<file path="src/rtl/i2s_rx_capture_if.sv">
`default_nettype none
// ============================================================================
// Module   : i2s_rx_capture_if
// Brief    : Sample-RAM write port driven by the I2S capture block.
// Revision : 1.0
// ============================================================================
interface i2s_rx_capture_if #(
   parameter int DATA_WIDTH = 16,
   parameter int RAM_WIDTH  = 14
);
   logic                  wr_en;
   logic [RAM_WIDTH-1:0]  wr_addr;
   logic [DATA_WIDTH-1:0] wr_data;

   modport master (output wr_en, output wr_addr, output wr_data);
   modport slave  (input  wr_en, input  wr_addr, input  wr_data);
endinterface
`default_nettype wire

</file>
<file path="src/rtl/i2s_rx_capture.sv">
`default_nettype none
// ============================================================================
// Module   : i2s_rx_capture
// Brief    : Oversampling I2S receiver filling the sample RAM once per start.
//            Define I2S_RX_STEREO_EN to store right words as well (interleaved).
// Revision : 1.0
// ============================================================================
module i2s_rx_capture #(
   parameter int DATA_WIDTH = 16,
   parameter int RAM_WIDTH  = 14
) (
   input  wire logic          clk,
   input  wire logic          rst,
   input  wire logic          i2s_sck,
   input  wire logic          i2s_ws,
   input  wire logic          i2s_sd,
   input  wire logic          start,
   output logic               busy,
   output logic               done,
   i2s_rx_capture_if.master   ram_wr
);

   localparam int CW = $clog2(DATA_WIDTH + 1);
   localparam logic [CW-1:0]         c_cnt_sat  = CW'(DATA_WIDTH);
   localparam logic [DATA_WIDTH-1:0] c_msb_mask = {1'b1, {(DATA_WIDTH-1){1'b0}}};

   typedef enum logic [1:0] {
      S_IDLE    = 2'd0,
      S_SYNC    = 2'd1,
      S_CAPTURE = 2'd2,
      S_DONE    = 2'd3
   } state_t;

   state_t                state_q, state_d;
   logic [2:0]            sck_sync_q;
   logic [1:0]            ws_sync_q;
   logic [1:0]            sd_sync_q;
   logic                  ws_prev_q, ws_prev_d;
   logic [DATA_WIDTH-1:0] shift_q, shift_d;
   logic [CW-1:0]         bitcnt_q, bitcnt_d;
   logic                  wr_en_q, wr_en_d;
   logic [RAM_WIDTH-1:0]  wr_addr_q, wr_addr_d;
   logic [DATA_WIDTH-1:0] wr_data_q, wr_data_d;

   logic                  w_sck_rise;
   logic                  w_ws;
   logic                  w_sd;
   logic                  w_word_end;
   logic                  w_store;
   logic [DATA_WIDTH-1:0] w_mask;
   logic [DATA_WIDTH-1:0] w_shift_in;

   // sck_sync_q[2] is the delayed copy of the second synchronizer stage
   assign w_sck_rise = sck_sync_q[1] & ~sck_sync_q[2];
   assign w_ws       = ws_sync_q[1];
   assign w_sd       = sd_sync_q[1];
   assign w_word_end = w_sck_rise && (w_ws != ws_prev_q);

   // Mask shifts out entirely once the counter saturates, dropping excess bits
   assign w_mask     = c_msb_mask >> bitcnt_q;
   assign w_shift_in = w_sd ? (shift_q | w_mask) : (shift_q & ~w_mask);

`ifdef I2S_RX_STEREO_EN
   assign w_store = 1'b1;
`else
   assign w_store = ~ws_prev_q;
`endif

   always_ff @(posedge clk) begin
      if (rst) begin
         sck_sync_q <= '0;
         ws_sync_q  <= '0;
         sd_sync_q  <= '0;
         ws_prev_q  <= 1'b0;
         shift_q    <= '0;
         bitcnt_q   <= '0;
         wr_en_q    <= 1'b0;
         wr_addr_q  <= '0;
         wr_data_q  <= '0;
         state_q    <= S_IDLE;
      end else begin
         sck_sync_q <= {sck_sync_q[1:0], i2s_sck};
         ws_sync_q  <= {ws_sync_q[0], i2s_ws};
         sd_sync_q  <= {sd_sync_q[0], i2s_sd};
         ws_prev_q  <= ws_prev_d;
         shift_q    <= shift_d;
         bitcnt_q   <= bitcnt_d;
         wr_en_q    <= wr_en_d;
         wr_addr_q  <= wr_addr_d;
         wr_data_q  <= wr_data_d;
         state_q    <= state_d;
      end
   end

   always_comb begin
      state_d   = state_q;
      ws_prev_d = ws_prev_q;
      shift_d   = shift_q;
      bitcnt_d  = bitcnt_q;
      wr_en_d   = 1'b0;
      wr_addr_d = wr_addr_q;
      wr_data_d = wr_data_q;

      if (w_sck_rise) begin
         ws_prev_d = w_ws;
         if (w_word_end) begin
            shift_d  = '0;
            bitcnt_d = '0;
         end else begin
            shift_d = w_shift_in;
            if (bitcnt_q != c_cnt_sat) begin
               bitcnt_d = bitcnt_q + 1'b1;
            end
         end
      end

      case (state_q)
         S_IDLE: begin
            if (start) begin
               state_d   = S_SYNC;
               wr_addr_d = '0;
            end
         end
         S_SYNC: begin
            if (w_word_end && ws_prev_q) begin
               state_d = S_CAPTURE;
            end
         end
         S_CAPTURE: begin
            // Address advances on the edge that closes the write strobe
            if (wr_en_q) begin
               wr_addr_d = wr_addr_q + 1'b1;
               if (&wr_addr_q) begin
                  state_d = S_DONE;
               end
            end else if (w_word_end && w_store) begin
               wr_en_d   = 1'b1;
               wr_data_d = w_shift_in;
            end
         end
         S_DONE: begin
            if (start) begin
               state_d   = S_SYNC;
               wr_addr_d = '0;
            end
         end
         default: state_d = S_IDLE;
      endcase
   end

   assign busy           = (state_q == S_SYNC) || (state_q == S_CAPTURE);
   assign done           = (state_q == S_DONE);
   assign ram_wr.wr_en   = wr_en_q;
   assign ram_wr.wr_addr = wr_addr_q;
   assign ram_wr.wr_data = wr_data_q;

endmodule
`default_nettype wire

</file>
<file path="src/flat_wrapper.sv">
// flat-port wrapper written by rule: the top's interface ports become plain ports
module i2s_rx_capture_flat 
#(
   parameter int DATA_WIDTH = 16,
   parameter int RAM_WIDTH  = 14
)
  (clk, rst, i2s_sck, i2s_ws, i2s_sd, start, busy, done, ram_wr_wr_en, ram_wr_wr_addr, ram_wr_wr_data);
  i2s_rx_capture_if #(.DATA_WIDTH(DATA_WIDTH), .RAM_WIDTH(RAM_WIDTH)) ram_wr_i ();
  input  wire logic clk;
  input  wire logic rst;
  input  wire logic i2s_sck;
  input  wire logic i2s_ws;
  input  wire logic i2s_sd;
  input  wire logic start;
  output logic busy;
  output logic done;
  output wire logic [$bits(ram_wr_i.wr_en)-1:0] ram_wr_wr_en;
  output wire logic [$bits(ram_wr_i.wr_addr)-1:0] ram_wr_wr_addr;
  output wire logic [$bits(ram_wr_i.wr_data)-1:0] ram_wr_wr_data;
  assign ram_wr_wr_en = ram_wr_i.wr_en;
  assign ram_wr_wr_addr = ram_wr_i.wr_addr;
  assign ram_wr_wr_data = ram_wr_i.wr_data;
  i2s_rx_capture #(.DATA_WIDTH(DATA_WIDTH), .RAM_WIDTH(RAM_WIDTH)) u_core (.clk(clk), .rst(rst), .i2s_sck(i2s_sck), .i2s_ws(i2s_ws), .i2s_sd(i2s_sd), .start(start), .busy(busy), .done(done), .ram_wr(ram_wr_i));
endmodule
</file>
<file path="config.mk">
export PLATFORM = sky130hd
export DESIGN_NAME = i2s_rx_capture_flat
export DESIGN_NICKNAME = d
export VERILOG_FILES = /design/src/rtl/i2s_rx_capture_if.sv /design/src/rtl/i2s_rx_capture.sv /design/src/flat_wrapper.sv
export SDC_FILE = /design/constraint.sdc
export NUM_CORES = 1
export LEC_CHECK = 0
export CAP_MARGIN = 20
export CORE_MARGIN = 8
export CORE_UTILIZATION = 30
export CTS_BUF_LIST = sky130_fd_sc_hd__clkbuf_8 sky130_fd_sc_hd__clkbuf_16
export DETAILED_ROUTE_END_ITERATION = 6
export PLACE_DENSITY = 0.54
export SLEW_MARGIN = 25
export SYNTH_ARGS = -nofsm -noshare
export SYNTH_HDL_FRONTEND = slang
export SYNTH_SLANG_ARGS = --single-unit
</file>
<file path="constraint.sdc">
create_clock -name clk -period 3.18 [get_ports clk]
set_clock_uncertainty 0.2 [all_clocks]
set_input_delay 0.636 -clock clk [delete_from_list [all_inputs] [get_ports clk]]
set_output_delay 0.636 -clock clk [all_outputs]
set_load 0.01 [all_outputs]
</file>
==> impl_table.tex <==
\begin{tabular}{lr}
\hline
Metric & Value \\
\hline
\multicolumn{2}{l}{\textbf{Setup path}} \\
\quad Critical Path Sink Type & output pin \\
\quad Worst path buffer plus inverter count & 3 \\
\quad Standard cell with the maximum stage delay on the critical path & sky130\_fd\_sc\_hd\_\_clkdlybuf4s50\_1 \\
\quad Startpoint Class & flip-flop \\
\quad Kind of cell with the highest combined delay on the critical path & buffers and inverters \\
\quad Critical path type & reg2out \\
\quad Cells traversed along the worst timing path & inv\_1, ha\_1, inv\_1, clkdlybuf4s50\_1 \\
\quad CP most frequent cell & sky130\_fd\_sc\_hd\_\_inv\_1 \\
\quad Largest stage delay on the critical path & 0.53 ns \\
\quad Critical Path Fanout Max & 4 \\
\quad Data arrival, critical path & roughly 1.8 ns \\
\quad Crit path required time & around 2.3 ns \\
\multicolumn{2}{l}{\textbf{Logic synthesis}} \\
\quad Largest area contributor in the synthesized netlist & sky130\_fd\_sc\_hd\_\_dfxtp\_1 \\
\quad Post-synthesis instance area & 2930 sq um \\
\quad Number of instances in the synthesized netlist & between 300 and 400 \\
\quad Synth top area share & between 40\% and 50\% \\
\quad FF+latch count, synth & 62 \\
\quad Synth cell count leaders & sky130\_fd\_sc\_hd\_\_dfxtp\_1, sky130\_fd\_sc\_hd\_\_nor2\_1, sky130\_fd\_sc\_hd\_\_nand2\_1 \\
\quad Ys async rst share & 0\% \\
\quad Syn Area/Cell & about 9.4 sq um \\
\quad Distinct cell type count after synthesis & 45 \\
\quad Post-synthesis xor/xnor area fraction & around 1.8\% \\
\quad Largest family of logic cells by synthesized area & simple AND/OR/NAND/NOR gates \\
\quad Post-Synthesis Net Count & $\sim$330 \\
\quad Post-synth EDFFs & 0 \\
\quad Simple-gate share of the synthesized area & 23.9\% \\
\quad Multiplexer area fraction after synthesis & a little over 8\% \\
\quad Area fraction in compound gates after synthesis & 14.3\% \\
\quad Predominant post-synthesis flop cell & sky130\_fd\_sc\_hd\_\_dfxtp\_1 \\
\quad Yosys Warn Count & 0 \\
\quad Portion of the post-synthesis area used by sequential elements & a little over two fifths \\
\quad Dominant cells by area after synthesis & sky130\_fd\_sc\_hd\_\_dfxtp\_1, sky130\_fd\_sc\_hd\_\_mux2i\_1, sky130\_fd\_sc\_hd\_\_nor2\_1 \\
\quad Fraction of the mapped netlist area in adder cells & $\sim$4.7\% \\
\quad Most frequently used cell type in the post-synthesis netlist & sky130\_fd\_sc\_hd\_\_dfxtp\_1 \\
\multicolumn{2}{l}{\textbf{Global route}} \\
\quad Number of antenna violations at the first check in global routing & 0 \\
\quad Remaining global-route overflow & 0 \\
\quad All-Layer GR Usage & 10.8\% \\
\quad First-pass GRT wire length & 11.5 mm \\
\quad Via count of the first global-routing pass & $\sim$2400 \\
\quad Maximum number of pins on one net before global-route repair & 40 \\
\multicolumn{2}{l}{\textbf{Clocking}} \\
\quad Clock-pin slew reported for the worst setup and hold paths after clock tree synthesis & 0.06 ns \\
\quad Max Root-Sink Buffers & 2 \\
\quad Gates resized, CTS repair & 0 \\
\quad Cell at the root of the clock tree & sky130\_fd\_sc\_hd\_\_clkbuf\_8 \\
\quad H-tree Lvls & 3 \\
\quad TritonCTS Sinks & 62 \\
\quad Post-CTS setup buffer count & 0 \\
\quad Clock Latency Late Sink & $\sim$0.34 ns \\
\quad TritonCTS clock tree & done \\
\quad \# hold bufs at CTS & 0 \\
\quad CTS buffer count & 9 \\
\multicolumn{2}{l}{\textbf{Layout}} \\
\quad Fraction of layout cells with a size suffix above 1 & between 10\% and 20\% \\
\quad Area growth syn-to-layout & 23.1\% \\
\quad Inserted Diodes & 0 \\
\quad Area used by sequential logic in the layout & approximately 1200 sq um \\
\quad Area of the multi-input gates & 1550 sq um \\
\quad Final nets & 360 \\
\quad Cell area after layout & $\sim$3600 sq um \\
\quad Post-route core utilization & 37.4\% \\
\quad Filler cells & roughly 1000 \\
\multicolumn{2}{l}{\textbf{Die}} \\
\quad Die outline width & about 110 um \\
\quad Core footprint & 9640 sq um \\
\quad Number of placement rows & 36 \\
\quad Height of the die & roughly 110 um \\
\quad Number of top-level pins & 39 \\
\quad Starting density of the core & a little under a third \\
\quad Die ar. & about 13000 sq um \\
\multicolumn{2}{l}{\textbf{STA}} \\
\quad Final Hold Fails & 0 \\
\quad Worst Max-Slew Pin Slew & roughly 0.68 ns \\
\quad Post-route clock period utilization & 81.6\% \\
\quad Max Transition Viols Final & 0 \\
\quad Final setup fails & 0 \\
\quad Worst-case headroom to the max-slew limit & 54.6\% \\
\quad Min Tclk post-route & about 2.6 ns \\
\quad Final WS setup & approximately 0.6 ns \\
\quad RSZ-0062 raised after global routing & no \\
\quad Total Neg Setup Slack & 0 ns \\
\quad Maximum clock rate & a little under 0.4 GHz \\
\multicolumn{2}{l}{\textbf{Run}} \\
\quad Max-cap check violation count & 0 \\
\multicolumn{2}{l}{\textbf{Drt}} \\
\quad Overall routed net length & 6.62 mm \\
\quad Detailed-route wire length per cell & approximately 14 um \\
\quad TritonRoute pass-1 iters & 4 \\
\quad Count of nets left with antenna violations after detail routing & 0 \\
\quad Number of remaining DRC errors & 0 \\
\quad Total vias in the final route & about 2400 \\
\quad Post-detailed-route via-to-cell ratio & 4.95 \\
\quad Violation count after the first detailed-route iteration & 141 \\
\multicolumn{2}{l}{\textbf{Placement}} \\
\quad DP Wirelength & between 4 and 5 mm \\
\quad Worst-case setup slack after placement & approximately 0.44 ns \\
\quad Weighted congestion at the end of routability-driven global placement & between 0.7 and 0.8 \\
\quad Post-Place Cell Area & 3400 sq um \\
\quad Port Buffer Count & 38 \\
\multicolumn{2}{l}{\textbf{Power and ir drop}} \\
\quad Worst-case vdd ir drop & 0.246 mV \\
\quad Power Total & roughly 1.9 mW \\
\quad Power density over the cells & between 500 and 600 nW/um\^{}2 \\
\quad Pleak & approximately 1.2 nW \\
\multicolumn{2}{l}{\textbf{Run status}} \\
\quad Outcome & finished, final reports clean \\
\multicolumn{2}{l}{\textbf{Min path}} \\
\quad HP Class & reg2reg \\
\hline
\end{tabular}
[state kept, by name, summed over array words and instances (netlist names), 2 cells and up]
register,cells
u_core.bitcnt_q,5
u_core.ram_wr.wr_addr,14
u_core.ram_wr.wr_data,16
u_core.sck_sync_q,3
u_core.sd_sync_q,2
u_core.shift_q,16
u_core.state_q,2
u_core.ws_sync_q,2
[where the power goes]
| group | total (mW) | leakage [nW] | switching, mW | internal (mW) |
|---|---|---|---|---|
| logic | 0.333 | 0.601 | 0.191 | 0.142 |
| registers | 0.831 | 0.501 | 0.0277 | 0.803 |
| clock network | 0.701 | 0.108 | 0.303 | 0.398 |
| total | 1.87 | 1.21 | 0.522 | 1.34 |
[layer usage]
layer | up-vias | track usage (%) | wire, um
met1 | 1151 | 13.1 | 3240
met2 | 31 | 17.2 | 2970
met5 | - | 0 | 0
met4 | 0 | 3.68 | 61
li1 | 1191 | - | -
met3 | 7 | 4.31 | 351
[through the flow]
step,instances,hold WS (ns)
6_report,481,0.239
3_3_place_gp,465,0.232
4_1_cts,481,0.247
5_1_grt,481,0.257
2_1_floorplan,311,0.214
3_5_place_dp,465,0.223
[cell type report]
type                    instances  share of cell area (%)
repair buffers                 42                    11.3
clock inverters                 5                    1.39
clock buffers                  11                    4.20
inverters                       9                   0.938
multi-input cells             219                    43.1
flip-flops and latches         62                    34.5
well taps                     133                    4.62
[logic make-up after synthesis]
logic type / after synthesis
compound gates: 58
flops: 62
simple gates: 121
buf+inv: 30
mux: 23
fa+ha+maj: 11
xor+xnor: 6
[layout by cell type (no fill, tap or decap), types with 3 or more instances in the layout]
cell,n
sky130_fd_sc_hd__nor2b_1,10
sky130_fd_sc_hd__or4_1,5
sky130_fd_sc_hd__nor4bb_1,6
sky130_fd_sc_hd__a22oi_1,6
sky130_fd_sc_hd__xor2_1,5
sky130_fd_sc_hd__o31a_1,11
sky130_fd_sc_hd__a21oi_1,12
sky130_fd_sc_hd__nand3_1,3
sky130_fd_sc_hd__ha_1,11
sky130_fd_sc_hd__mux2i_1,17
sky130_fd_sc_hd__nand4_1,8
sky130_fd_sc_hd__buf_4,4
sky130_fd_sc_hd__nand4b_1,3
sky130_fd_sc_hd__a211oi_1,13
sky130_fd_sc_hd__clkdlybuf4s50_1,37
sky130_fd_sc_hd__nor2_1,43
sky130_fd_sc_hd__o31ai_1,6
sky130_fd_sc_hd__nor4b_2,3
sky130_fd_sc_hd__nand2_1,19
sky130_fd_sc_hd__mux2_2,6
sky130_fd_sc_hd__inv_1,11
sky130_fd_sc_hd__clkbuf_8,11
sky130_fd_sc_hd__o21ai_0,5
sky130_fd_sc_hd__dfxtp_1,62
[worst paths after layout]
kind / slack, ns / depth (start not counted) / end / from
min reg2reg: 0.24 / 1 / u_core.ws_sync_q[1]$_SDFF_PP0_ / u_core.ws_sync_q[0]$_SDFF_PP0_
max reg2reg: 0.76 / 6 / u_core.ram_wr.wr_addr[8]$_SDFFE_PP0P_ / u_core.state_q[0]$_SDFFE_PP0P_
max: 0.59 / 4 / busy / u_core.state_q[0]$_SDFFE_PP0P_
min: 0.24 / 1 / u_core.ws_sync_q[1]$_SDFF_PP0_ / u_core.ws_sync_q[0]$_SDFF_PP0_
(Power assumes the default switching activity.)
